$ cat config.mk
export PLATFORM = sky130hd
export DESIGN_NAME = vend_txn_controller
export DESIGN_NICKNAME = d
export VERILOG_FILES = /design/src/rtl/vend_pkg.sv /design/src/rtl/vend_credit_timer.sv /design/src/rtl/vend_txn_controller.sv
export SDC_FILE = /design/constraint.sdc
export NUM_CORES = 1
export LEC_CHECK = 0
export ABC_CLOCK_PERIOD_IN_PS = 2800
export BUFFER_PORTS_ARGS = -buffer_cell sky130_fd_sc_hd__buf_2
export CAP_MARGIN = 40
export CORE_ASPECT_RATIO = 1.1
export CORE_MARGIN = 2
export CORE_UTILIZATION = 51
export CTS_CLUSTER_DIAMETER = 30
export CTS_CLUSTER_SIZE = 12
export DETAILED_ROUTE_END_ITERATION = 12
export PLACE_DENSITY = 0.81
export SLEW_MARGIN = 40
export SYNTH_ARGS = -nofsm -noshare
export SYNTH_HDL_FRONTEND = slang
export SYNTH_SLANG_ARGS = --single-unit
$ cat constraint.sdc
create_clock -name clk -period 2.8 [get_ports clk]
set_input_delay 0.28 -clock clk [delete_from_list [all_inputs] [get_ports clk]]
set_output_delay 0.28 -clock clk [all_outputs]
set_load 0.005 [all_outputs]
$ cat src/rtl/vend_pkg.sv
// Shared types and helpers for the vending transaction controller:
// state encoding, default widths and the saturating credit adder.
package vend_pkg;

    localparam int CW_DEFAULT      = 7;
    localparam int IAW_DEFAULT     = 10;
    localparam int TIMEOUT_DEFAULT = 1000;

    typedef enum logic [2:0] {
        ST_IDLE,
        ST_COLLECT,
        ST_LOOKUP,
        ST_DISPENSE,
        ST_WAIT_RESULT,
        ST_UPDATE,
        ST_REFUND,
        ST_DONE
    } vend_state_e;

    function automatic int unsigned sat_add(
        input int unsigned a,
        input int unsigned b,
        input int unsigned lim
    );
        int unsigned s;
        s = a + b;
        return (s > lim) ? lim : s;
    endfunction

endpackage

$ cat src/rtl/vend_credit_timer.sv
// Saturating coin credit accumulator with an idle timer that
// flags expiry after TIMEOUT coin-free cycles in collection.
module vend_credit_timer
    import vend_pkg::*;
#(
    parameter int CW      = CW_DEFAULT,
    parameter int TIMEOUT = TIMEOUT_DEFAULT
) (
    input  logic          clk,
    input  logic          rstn,
    input  logic          i_load,
    input  logic          i_add,
    input  logic          i_run,
    input  logic          i_clear,
    input  logic [CW-1:0] i_coin,
    output logic [CW-1:0] o_credit,
    output logic [CW-1:0] o_credit_nxt,
    output logic          o_expire
);

    localparam int          TW   = $clog2(TIMEOUT);
    localparam int unsigned CMAX = (1 << CW) - 1;

    logic [CW-1:0] r_credit;
    logic [TW-1:0] r_timer;
    logic [CW-1:0] w_sum;

    assign w_sum = CW'(sat_add(32'(r_credit), 32'(i_coin), CMAX));

    always_comb begin
        o_credit_nxt = r_credit;
        if (i_load)
            o_credit_nxt = i_coin;
        else if (i_add)
            o_credit_nxt = w_sum;
    end

    assign o_credit = r_credit;

    // A coin in the last idle cycle wins over expiry and restarts the count.
    assign o_expire = i_run && !i_add &&
                      (r_timer == TW'(TIMEOUT - 1));

    always_ff @(posedge clk or negedge rstn) begin
        if (!rstn) begin
            r_credit <= '0;
            r_timer  <= '0;
        end else if (i_clear) begin
            r_credit <= '0;
            r_timer  <= '0;
        end else begin
            r_credit <= o_credit_nxt;
            if (i_load || i_add)
                r_timer <= '0;
            else if (i_run && !o_expire)
                r_timer <= r_timer + 1'b1;
        end
    end

endmodule

$ cat src/rtl/vend_txn_controller.sv
// Vending transaction sequencer: credit collection, item lookup,
// dispense trigger, stock write-back and cancel/timeout refunds.
module vend_txn_controller
    import vend_pkg::*;
#(
    parameter int CURRENCY_WIDTH  = CW_DEFAULT,
    parameter int ITEM_ADDR_WIDTH = IAW_DEFAULT,
    parameter int TIMEOUT_CYCLES  = TIMEOUT_DEFAULT
) (
    input  logic                       clk,
    input  logic                       rstn,
    input  logic                       coin_valid,
    input  logic [CURRENCY_WIDTH-1:0]  coin_value,
    input  logic                       sel_valid,
    input  logic [ITEM_ADDR_WIDTH-1:0] sel_item,
    input  logic                       cancel,
    output logic                       mem_rd_req,
    output logic [ITEM_ADDR_WIDTH-1:0] mem_rd_addr,
    input  logic                       mem_rd_ack,
    input  logic [15:0]                mem_item_price,
    input  logic [7:0]                 mem_avail_count,
    output logic                       mem_wr_en,
    output logic [ITEM_ADDR_WIDTH-1:0] mem_wr_addr,
    output logic [7:0]                 mem_wr_count,
    output logic                       dispense_enable,
    output logic [ITEM_ADDR_WIDTH-1:0] item_selected,
    output logic [CURRENCY_WIDTH-1:0]  total_currency,
    output logic [15:0]                item_price_q,
    output logic [7:0]                 avail_count_q,
    input  logic                       dispense_valid,
    output logic                       refund_valid,
    output logic [CURRENCY_WIDTH-1:0]  refund_amount,
    output logic                       txn_done,
    output logic                       busy
);

    localparam int CW  = CURRENCY_WIDTH;
    localparam int IAW = ITEM_ADDR_WIDTH;

    vend_state_e    r_state;
    logic [IAW-1:0] r_item;
    logic [15:0]    r_price;
    logic [7:0]     r_count;
    logic [7:0]     r_wr_count;
    logic           r_rd_req;
    logic           r_wr_en;
    logic           r_de;
    logic           r_refund;
    logic [CW-1:0]  r_refund_amt;
    logic           r_done;
    logic           r_busy;

    logic           w_load;
    logic           w_add;
    logic           w_run;
    logic           w_clear;
    logic           w_expire;
    logic [CW-1:0]  w_credit;
    logic [CW-1:0]  w_credit_nxt;

    assign w_load  = (r_state == ST_IDLE) && coin_valid;
    assign w_add   = (r_state == ST_COLLECT) && coin_valid;
    assign w_run   = (r_state == ST_COLLECT);
    assign w_clear = (r_state == ST_DONE);

    vend_credit_timer #(
        .CW      (CW),
        .TIMEOUT (TIMEOUT_CYCLES)
    ) u_credit (
        .clk          (clk),
        .rstn         (rstn),
        .i_load       (w_load),
        .i_add        (w_add),
        .i_run        (w_run),
        .i_clear      (w_clear),
        .i_coin       (coin_value),
        .o_credit     (w_credit),
        .o_credit_nxt (w_credit_nxt),
        .o_expire     (w_expire)
    );

    always_ff @(posedge clk or negedge rstn) begin
        if (!rstn) begin
            r_state      <= ST_IDLE;
            r_item       <= '0;
            r_price      <= '0;
            r_count      <= '0;
            r_wr_count   <= '0;
            r_rd_req     <= 1'b0;
            r_wr_en      <= 1'b0;
            r_de         <= 1'b0;
            r_refund     <= 1'b0;
            r_refund_amt <= '0;
            r_done       <= 1'b0;
            r_busy       <= 1'b0;
        end else begin
            r_de     <= 1'b0;
            r_wr_en  <= 1'b0;
            r_refund <= 1'b0;
            r_done   <= 1'b0;
            unique case (r_state)
                ST_IDLE: begin
                    if (coin_valid) begin
                        r_state <= ST_COLLECT;
                        r_busy  <= 1'b1;
                    end
                end
                ST_COLLECT: begin
                    // Same-cycle coin is already folded into w_credit_nxt.
                    if (cancel || w_expire) begin
                        r_state      <= ST_REFUND;
                        r_refund     <= 1'b1;
                        r_refund_amt <= w_credit_nxt;
                    end else if (sel_valid) begin
                        r_state  <= ST_LOOKUP;
                        r_item   <= sel_item;
                        r_rd_req <= 1'b1;
                    end
                end
                ST_LOOKUP: begin
                    if (mem_rd_ack) begin
                        r_state  <= ST_DISPENSE;
                        r_price  <= mem_item_price;
                        r_count  <= mem_avail_count;
                        r_rd_req <= 1'b0;
                        r_de     <= 1'b1;
                    end else if (cancel) begin
                        r_state      <= ST_REFUND;
                        r_rd_req     <= 1'b0;
                        r_refund     <= 1'b1;
                        r_refund_amt <= w_credit;
                    end
                end
                ST_DISPENSE: begin
                    r_state <= ST_WAIT_RESULT;
                end
                ST_WAIT_RESULT: begin
                    if (dispense_valid) begin
                        r_state    <= ST_UPDATE;
                        r_wr_en    <= 1'b1;
                        r_wr_count <= r_count - 8'd1;
                    end else begin
                        r_state <= ST_DONE;
                        r_done  <= 1'b1;
                    end
                end
                ST_UPDATE: begin
                    r_state <= ST_DONE;
                    r_done  <= 1'b1;
                end
                ST_REFUND: begin
                    r_state      <= ST_DONE;
                    r_done       <= 1'b1;
                    r_refund_amt <= '0;
                end
                ST_DONE: begin
                    r_state    <= ST_IDLE;
                    r_busy     <= 1'b0;
                    r_item     <= '0;
                    r_price    <= '0;
                    r_count    <= '0;
                    r_wr_count <= '0;
                end
                default: begin
                    r_state <= ST_IDLE;
                end
            endcase
        end
    end

    assign mem_rd_req      = r_rd_req;
    assign mem_rd_addr     = r_item;
    assign mem_wr_en       = r_wr_en;
    assign mem_wr_addr     = r_item;
    assign mem_wr_count    = r_wr_count;
    assign dispense_enable = r_de;
    assign item_selected   = r_item;
    assign total_currency  = w_credit;
    assign item_price_q    = r_price;
    assign avail_count_q   = r_count;
    assign refund_valid    = r_refund;
    assign refund_amount   = r_refund_amt;
    assign txn_done        = r_done;
    assign busy            = r_busy;

endmodule

==> flow_metrics.tcl, run 1 <==
set metrics [dict create \
    ant_nets 0 \
    final-setup-viol-count 0 \
    cts_buffer_depth 2 \
    wl_per_cell_um 14.5 \
    ioPinCount 130 \
    dp_hpwl_um 6150 \
    via_per_inst 5.44 \
    grt-ovfl-total 0 \
    synth-simple-area-share_pct 20.3 \
    place_area_um2 4410 \
    synth_fp_nets 462 \
    yosys.area.top_type "dfrtp_1" \
    critPathLaunchType "flip-flop" \
    synth.distinct_cells 55 \
    status "finished clean" \
    drv_slew 0 \
    drtIter0Drc 141 \
    antenna_found_initial 0 \
    cts_resized 0 \
    ir_drop_uv 579 \
    syn_area_um2 3880 \
    drc 0 \
    cp.arrival_ps 2390 \
    yosysWarnings 0 \
    ys_ff_latch 75 \
    cts_tree "done" \
    max_slew_margin_pct 55.3 \
    period_minus_slack_ps 2180 \
    synthAdderAreaFrac_pct 3.41 \
    crit_path_end_kind "flip-flop" \
    htreeDepth 3 \
    tns_ps 0 \
    crit_family "simple AND/OR/NAND/NOR gates" \
    synth_mux_area_share_pct 1.03 \
    fin_area_um2 4610 \
    gp_congestion 0.867 \
    first_pass_iters 4 \
    cts_buffers 9 \
    worstSetupPathType "reg2reg" \
    synth-compound-area-share_pct 15.2 \
    die_h_um 95.5 \
    synthCells 404 \
    dieArea_um2 8330 \
    clkTransAtPathRegs_ps 80 \
    fmax_mhz 458 \
    cts-root-buf "clkbuf_8" \
    holdPathStages 2 \
    avgSynthCellArea_um2 9.62 \
    routed_wl_um 8690 \
    yosys-top-cells-count "dfrtp_1 (75), nand2_1 (68), nor2_1 (35), o21ai_0 (35), buf_4 (21)" \
    coreArea_um2 7430 \
    first_global_vias 3119 \
    worstPathRequired_ps 3010 \
    fin_crit_sh_pct 78.0 \
    synth_top_family_by_area "simple AND/OR/NAND/NOR gates" \
    critPathBufInv 0 \
    rows 33 \
    path_cells "or3b_4 > nor4_4 > a221o_4 > mux2i_1 > o31ai_1" \
    num_vias 3260 \
    start_util_pct 52.3 \
    finalClockSkew_ps 10.7 \
    critPathSlowestCell "dfrtp_1" \
    post-place-ws_ps 645 \
    worstPathMaxFanout 21 \
    area_growth_syn_to_layout_pct 18.8 \
    grt_pass1_wl_um 14100 \
    worstMarginPinSlew_ps 671 \
    powerDensity_nw_per_um2 1000 \
    leakage_nw 2.38 \
    yosysTopAreaCellShare_pct 48.3 \
    hold_viol_final 0 \
    synth_flop_cell "dfrtp_1" \
    path_depth 5 \
    maxCapViolCount 0 \
    synth-seq-area-share_pct 48.3 \
    cts.sinks 75 \
    finalWorstSetupSlack_ps 616 \
    num_antenna_cells 0 \
    clkLatencyLatePin_ps 340 \
    yosys.area_share.xor_xnor_pct 4.28 \
    reg2regPathDepth 5 \
    synthArstFlopShare_pct 100 \
    die_w_um 87.2 \
    portBuffers 129 \
    dp.cells 582 \
    synth_edf_count 0 \
    post-route-util_pct 62.1 \
    nFillCells 645 \
    drive_above_1_share_pct 31.4 \
    yosysMostFrequentCell "dfrtp_1" \
    nets 565 \
    grt_setup_unrepaired "false" \
    grt_max_degree 76 \
    grt_usage_pct 21.5 \
    max_stage_delay_ps 670 \
    synth.area.top_cells "dfrtp_1 (48%), nand2_1 (6.6%), o21ai_0 (4.5%)" \
    final_cells 599 \
    worst_hold_path_type "in2reg" \
]
## cells by family (layout without fill, tap and decap cells)
| kind of cell | count (synthesis) | in the layout |
|---|---|---|
| and+or+nand+nor | 160 | 160 |
| AOI/OAI and AO/OA | 87 | 87 |
| DFF | 75 | 75 |
| buffers and inverters | 49 | 157 |
| xor gates and xnor gates | 19 | 19 |
| adders and majority gates | 10 | 10 |
| muxes | 4 | 4 |
## flip-flops by register name (all words and copies together), names as in the netlist, 3 cells and up
signal and cells:
avail_count_q 8, item_price_q 16, item_selected 10, mem_wr_count 8, r_state 3, refund_amount 7, u_credit.o_credit 7, u_credit.r_timer 10
## power by group
group	switching [W]	leakage [nW]	internal, W
clock network	0.000394	0.0926	0.000436
registers	0.000362	0.996	0.00147
logic	0.00105	1.29	0.000906
total	0.00181	2.38	0.00281
## area by class of cell
cell class / count / area [µm²] / area share [%]
clock inverters: 4 / 50.0 / 1.08
well taps: 87 / 109 / 2.36
inverters: 8 / 30.0 / 0.651
clock buffers: 12 / 145 / 3.15
flip-flops and latches: 75 / 1880 / 40.7
repair buffers: 133 / 684 / 14.8
multi-input cells: 280 / 1720 / 37.3
## worst paths after layout
path                           startpoint                    to  slack, ps
hold reg to reg                      busy                  busy        480
max in group asynchronous            rstn            r_state[1]       1800
min in group asynchronous            rstn  u_credit.o_credit[2]        530
setup / recovery               r_state[0]      refund_amount[6]        620
setup reg to reg               r_state[0]      refund_amount[6]        620
hold / removal             dispense_valid              txn_done        120
## per-layer routing
metal  vias to the layer above  global-route usage (%)  wire length [µm]
met5                         -                       0                 0
met4                         0                    7.95                95
met3                         8                    5.11               616
met2                       134                    35.9              4050
met1                      1530                    27.2              3930
li1                       1588                       -                 -
## placed cells by master (no fill, tap or decap), types with 4 or more instances in the layout
master	n
xnor2_1	8
nor2_1	34
inv_1	8
ha_1	9
o31ai_1	6
o221ai_1	6
mux2i_1	4
nand2b_1	4
buf_2	128
clkbuf_8	10
a22o_1	10
nor3_1	6
o21ai_0	35
nand3_1	15
or3_1	5
dfrtp_1	75
a21oi_1	8
nand4_1	4
nand2_1	68
xor2_1	11
## stage by stage
stage,total power (W),hold WS [ps]
6_report,0.00462,120
5_1_grt,0.00501,122
4_1_cts,0.00466,107
3_5_place_dp,0.00382,347
3_3_place_gp,0.00374,461
2_1_floorplan,0.00319,-15.6
## timing repair
item / 4_1_cts / 5_1_grt
endpoints found under the hold margin: 75 / 0
buffers inserted: 0 / 0
hold buffers: 1 / 0
setup endpoints to repair: 0 / 0
No activity file was read; power rests on OpenSTA's default activity.
==> inputs of run 2 (changes only) <==
Settings changed: ABC_CLOCK_PERIOD_IN_PS 2800 to 2100.
Clock period 2.8 ns to 2.1 ns, I/O delays scaled along.
==> flow_metrics.tcl, run 2 (synthesis gave the netlist of run 1 again) <==
set metrics [dict create \
    status "finished clean" \
    finalWorstSetupSlack_ps 105 \
    area_growth_syn_to_layout_pct 22.0 \
    nets 577 \
    crit_start "u_credit.o_credit[0]" \
    cts_tree "done" \
    power_w 0.00635 \
    num_antenna_cells 0 \
    crit_path_end_kind "flip-flop" \
    leakage_nw 2.46 \
    grt_max_degree 76 \
    final_cell_mix "buf_2 (128), dfrtp_1 (75), nand2_1 (68)" \
    final_cells 611 \
    start_util_pct 52.3 \
    gp_congestion 0.903 \
    reg2regPathDepth 7 \
    r2r-start "u_credit.o_credit[0]" \
    worst_hold_path_type "in2reg" \
    largest_register_ffs 16 \
    cts_buffers 9 \
    ant_nets 0 \
    final-setup-viol-count 0 \
    ir_drop_uv 662 \
    grt-ovfl-total 0 \
    cts.sinks 75 \
    maxCapViolCount 0 \
    drc 0 \
    die_w_um 87.2 \
    cts-root-buf "clkbuf_8" \
    wl_per_cell_um 15.1 \
    grt_usage_pct 22.2 \
    dp_hpwl_um 6490 \
    cts_buffer_depth 2 \
    grt_setup_unrepaired "false" \
    first_global_vias 3279 \
    worstMarginPinSlew_ps 668 \
    max_slew_margin_pct 55.5 \
    postCtsSetupBuffers 0 \
    rows 33 \
    portBuffers 129 \
    num_vias 3389 \
    period_minus_slack_ps 1990 \
    worstPathRequired_ps 2320 \
    htreeDepth 3 \
    dp.cells 594 \
    grt_pass1_wl_um 14600 \
    routed_wl_um 9240 \
    holdPathStages 2 \
    first_pass_iters 4 \
    antenna_found_initial 1 \
    drv_slew 0 \
    drtIter0Drc 178 \
    fmax_mhz 501 \
    critPathLaunchType "flip-flop" \
    dieArea_um2 8330 \
    via_per_inst 5.55 \
    finalClockSkew_ps 13.0 \
    coreArea_um2 7430 \
    powerDensity_nw_per_um2 1340 \
    clkLatencyLatePin_ps 340 \
    hold_viol_final 0 \
    drive_above_1_share_pct 33.8 \
    whs_ps 53.2 \
    die_h_um 95.5 \
    final_common_cell "buf_2" \
    tns_ps 0 \
    worstSetupPathType "reg2reg" \
    clkTransAtPathRegs_ps 80 \
    worstPathMaxFanout 2 \
    post-place-ws_ps 21.5 \
    fin_crit_sh_pct 95.0 \
    ioPinCount 130 \
    hold_path.startpoint "dispense_valid" \
    cp.arrival_ps 2210 \
]
run 2: per-stage QoR:
| step | utilization [%] | instance area (µm²) |
|---|---|---|
| finish | 63.8 | 4740 |
| CTS | 63.5 | 4720 |
| detailed placement | 60.7 | 4510 |
| global placement | 60.7 | 4510 |
| floorplan | - | 3880 |
| global route | 63.8 | 4740 |
run 2: layer usage:
metal  global-route usage, %  wire length [µm]  vias up
met3                    5.97               763       10
met2                    37.8              4430      144
met1                    26.7              3920     1619
met4                    8.46               129        0
met5                       0                 0        -
li1                        -                 -     1616
run 2: power by group:
group / total (W) / switching [W] / internal (W)
sequential: 0.00232 / 0.000357 / 0.00196
clock: 0.00109 / 0.000540 / 0.000552
combinational: 0.00294 / 0.00161 / 0.00133
total: 0.00635 / 0.00250 / 0.00384
run 2: repair_timing:
action / 4_1_cts / 5_1_grt
hold buffers: 1 / 0
resized for setup: 0 / 4
hold endpoints to repair: 75 / 0
endpoints found under the setup margin: 0 / 12
run 2: worst paths after layout:
path	end	slack [ps]
worst max-delay path	refund_amount[6]	110
worst min-delay path	txn_done	50
worst max register to register	refund_amount[6]	110
worst min register to register	busy	480
max in group asynchronous	mem_wr_count[0]	1190
min in group asynchronous	refund_amount[3]	460
run 2: area by class of cell:
cell class                      count  area, µm²
Multi-Input combinational cell    280       1740
Inverter                            8       30.0
Clock buffer                       10        128
Clock inverter                      6       66.3
Fill cell                         613       2690
Sequential cell                    75       1880
Timing Repair Buffer              145        787
Tap cell                           87        109
run 2: worst max-delay path: stages, from the launching register on:
cell and delay, ps:
dfrtp_1 390, ha_1 230, fa_1 410, a21o_1 200, o2bb2ai_1 150, xor2_1 160, nor4_2 200, o31ai_1 120
==> inputs of run 3 (changes only) <==
Settings changed: CELL_PAD_IN_SITES_DETAIL_PLACEMENT set to 0, CELL_PAD_IN_SITES_GLOBAL_PLACEMENT set to 2, CORE_UTILIZATION 51 to 30, PLACE_DENSITY 0.81 to not set, PLACE_DENSITY_LB_ADDON set to 0.15.
==> flow_metrics.tcl, run 3 (synthesis gave the netlist of run 1 again) <==
set metrics [dict create \
    status "finished clean" \
    die_w_um 113 \
    hold_path.startpoint "dispense_valid" \
    critPathLaunchType "flip-flop" \
    coreArea_um2 12600 \
    post-place-ws_ps 16.1 \
    holdPathEnd "txn_done" \
    worstPathRequired_ps 2340 \
    power_w 0.00690 \
    via_per_inst 4.83 \
    ioPinCount 130 \
    postCtsSetupBuffers 0 \
    multi_input_area_um2 1740 \
    worstPathMaxFanout 9 \
    die_h_um 123 \
    dp_hpwl_um 7200 \
    final_common_cell "buf_2" \
    r2r_setup_slack_ps 110 \
    maxCapViolCount 0 \
    path_cells "ha_1 > nand2_1 > o31ai_2 > a31o_2 > o221ai_1 > o221ai_1" \
    cp.arrival_ps 2240 \
    grt-ovfl-total 0 \
    regArea_um2 1880 \
    period_minus_slack_ps 1990 \
    critPathMostFrequentCell "o221ai_1" \
    critPathBufInv 0 \
    grt_usage_pct 15.5 \
    routed_wl_um 10100 \
    cts-root-buf "clkbuf_16" \
    nets 583 \
    ant_nets 0 \
    rows 43 \
    grt_pass1_wl_um 16900 \
    fmax_mhz 502 \
    r2r-start "u_credit.o_credit[4]" \
    htreeDepth 3 \
    final-setup-viol-count 0 \
    fin_crit_sh_pct 94.9 \
    crit_path_end_kind "flip-flop" \
    cts_tree "done" \
    dieArea_um2 13900 \
    grt_max_degree 50 \
    gp_congestion 0.765 \
    final_cell_mix "buf_2 (128), dfrtp_1 (74), nand2_1 (68)" \
    drv_slew 0 \
    reg2regPathDepth 6 \
    drtIter0Drc 144 \
    powerDensity_nw_per_um2 1380 \
    drive_above_1_share_pct 34.3 \
    largest_register_ffs 16 \
    cts_buffer_depth 2 \
    cts.sinks 75 \
    worstSetupPathType "reg2reg" \
    start_util_pct 30.7 \
    antenna_found_initial 0 \
    first_pass_iters 6 \
    drc 0 \
    max_stage_delay_ps 400 \
    tns_ps 0 \
    cts_buffers 9 \
    holdPathStages 2 \
    grt_setup_unrepaired "true" \
    leakage_nw 2.54 \
    first_global_vias 3342 \
    finalClockSkew_ps 5.66 \
    area_growth_syn_to_layout_pct 28.4 \
    critPathSlowestCell "dfrtp_1" \
    worstMarginPinSlew_ps 473 \
    num_vias 3315 \
    portBuffers 129 \
    clkTransAtPathRegs_ps 60 \
    worst_hold_path_type "in2reg" \
    max_slew_margin_pct 68.5 \
    crit_family "compound AO/OA/AOI/OAI gates" \
    clkLatencyLatePin_ps 330 \
    nFillCells 1283 \
    finalWorstSetupSlack_ps 107 \
    num_antenna_cells 0 \
    r2r-end "refund_amount[2]" \
    hold_viol_final 0 \
    wl_per_cell_um 14.7 \
    ir_drop_uv 685 \
]
==> run 3: cell count changes in the layout (fill, tap and decap cells not counted) <==
cell / previous run / this run
clkinv_2: 2 / 0
clkbuf_16: 0 / 9
dfrtp_2: 0 / 1
clkbuf_8: 9 / 3
dfrtp_1: 75 / 74
buf_12: 1 / 2
buf_6: 1 / 0
a31o_4: 1 / 0
a31o_2: 1 / 2
clkbuf_1: 1 / 3
clkinv_4: 3 / 0
buf_4: 14 / 20
==> run 3: per-layer routing <==
layer / vias to the layer above / part of all wire (%) / global-route usage, %
met5: - / 0 / 0
met4: 0 / 1.6 / 7.01
met3: 12 / 7.4 / 4.31
met2: 120 / 44 / 24.1
met1: 1549 / 47 / 20.2
li1: 1634 / - / -
==> run 3: what timing repair did <==
action,in CTS,in global routing
hold buffers,1,0
hold endpoints to repair,30,0
setup endpoints to repair,1,8
resized for setup,1,3
==> run 3: worst max-delay path by stage <==
stage | from | to | slack, ps | cells after the start
2_1_floorplan | u_credit.o_credit[1] | refund_amount[2] | 110 | 7
3_3_place_gp | u_credit.o_credit[0] | refund_amount[6] | 70 | 7
3_5_place_dp | u_credit.o_credit[4] | refund_amount[2] | 20 | 6
4_1_cts | u_credit.o_credit[4] | refund_amount[2] | 20 | 6
5_1_grt | u_credit.o_credit[1] | refund_amount[3] | -10 | 6
6_report | u_credit.o_credit[4] | refund_amount[2] | 110 | 6
==> run 3: area by class of cell <==
class                   instances  share of cell area, %
flip-flops and latches         75                   37.6
multi-input cells             280                   34.8
repair buffers                151                   16.9
clock buffers                  15                   5.57
well taps                     157                   3.94
clock inverters                 1                  0.602
inverters                       8                  0.602
==> run 3: stage by stage <==
step                area [µm²]  std cells  utilization, %  hold slack (ps)
floorplan                 3880        404               -            -85.6
global placement          4650        670            36.8              193
detailed placement        4650        670            36.8              189
CTS                       4980        687            39.4             57.8
global route              4990        687            39.5             76.0
finish                    4990        687            39.5             73.5
==> run 3: power by group <==
group,switching (W),internal [W],leakage [nW]
Clock,0.000575,0.00102,0.150
Sequential,0.000390,0.00197,0.995
Combinational,0.00158,0.00137,1.39
Total,0.00255,0.00435,2.54
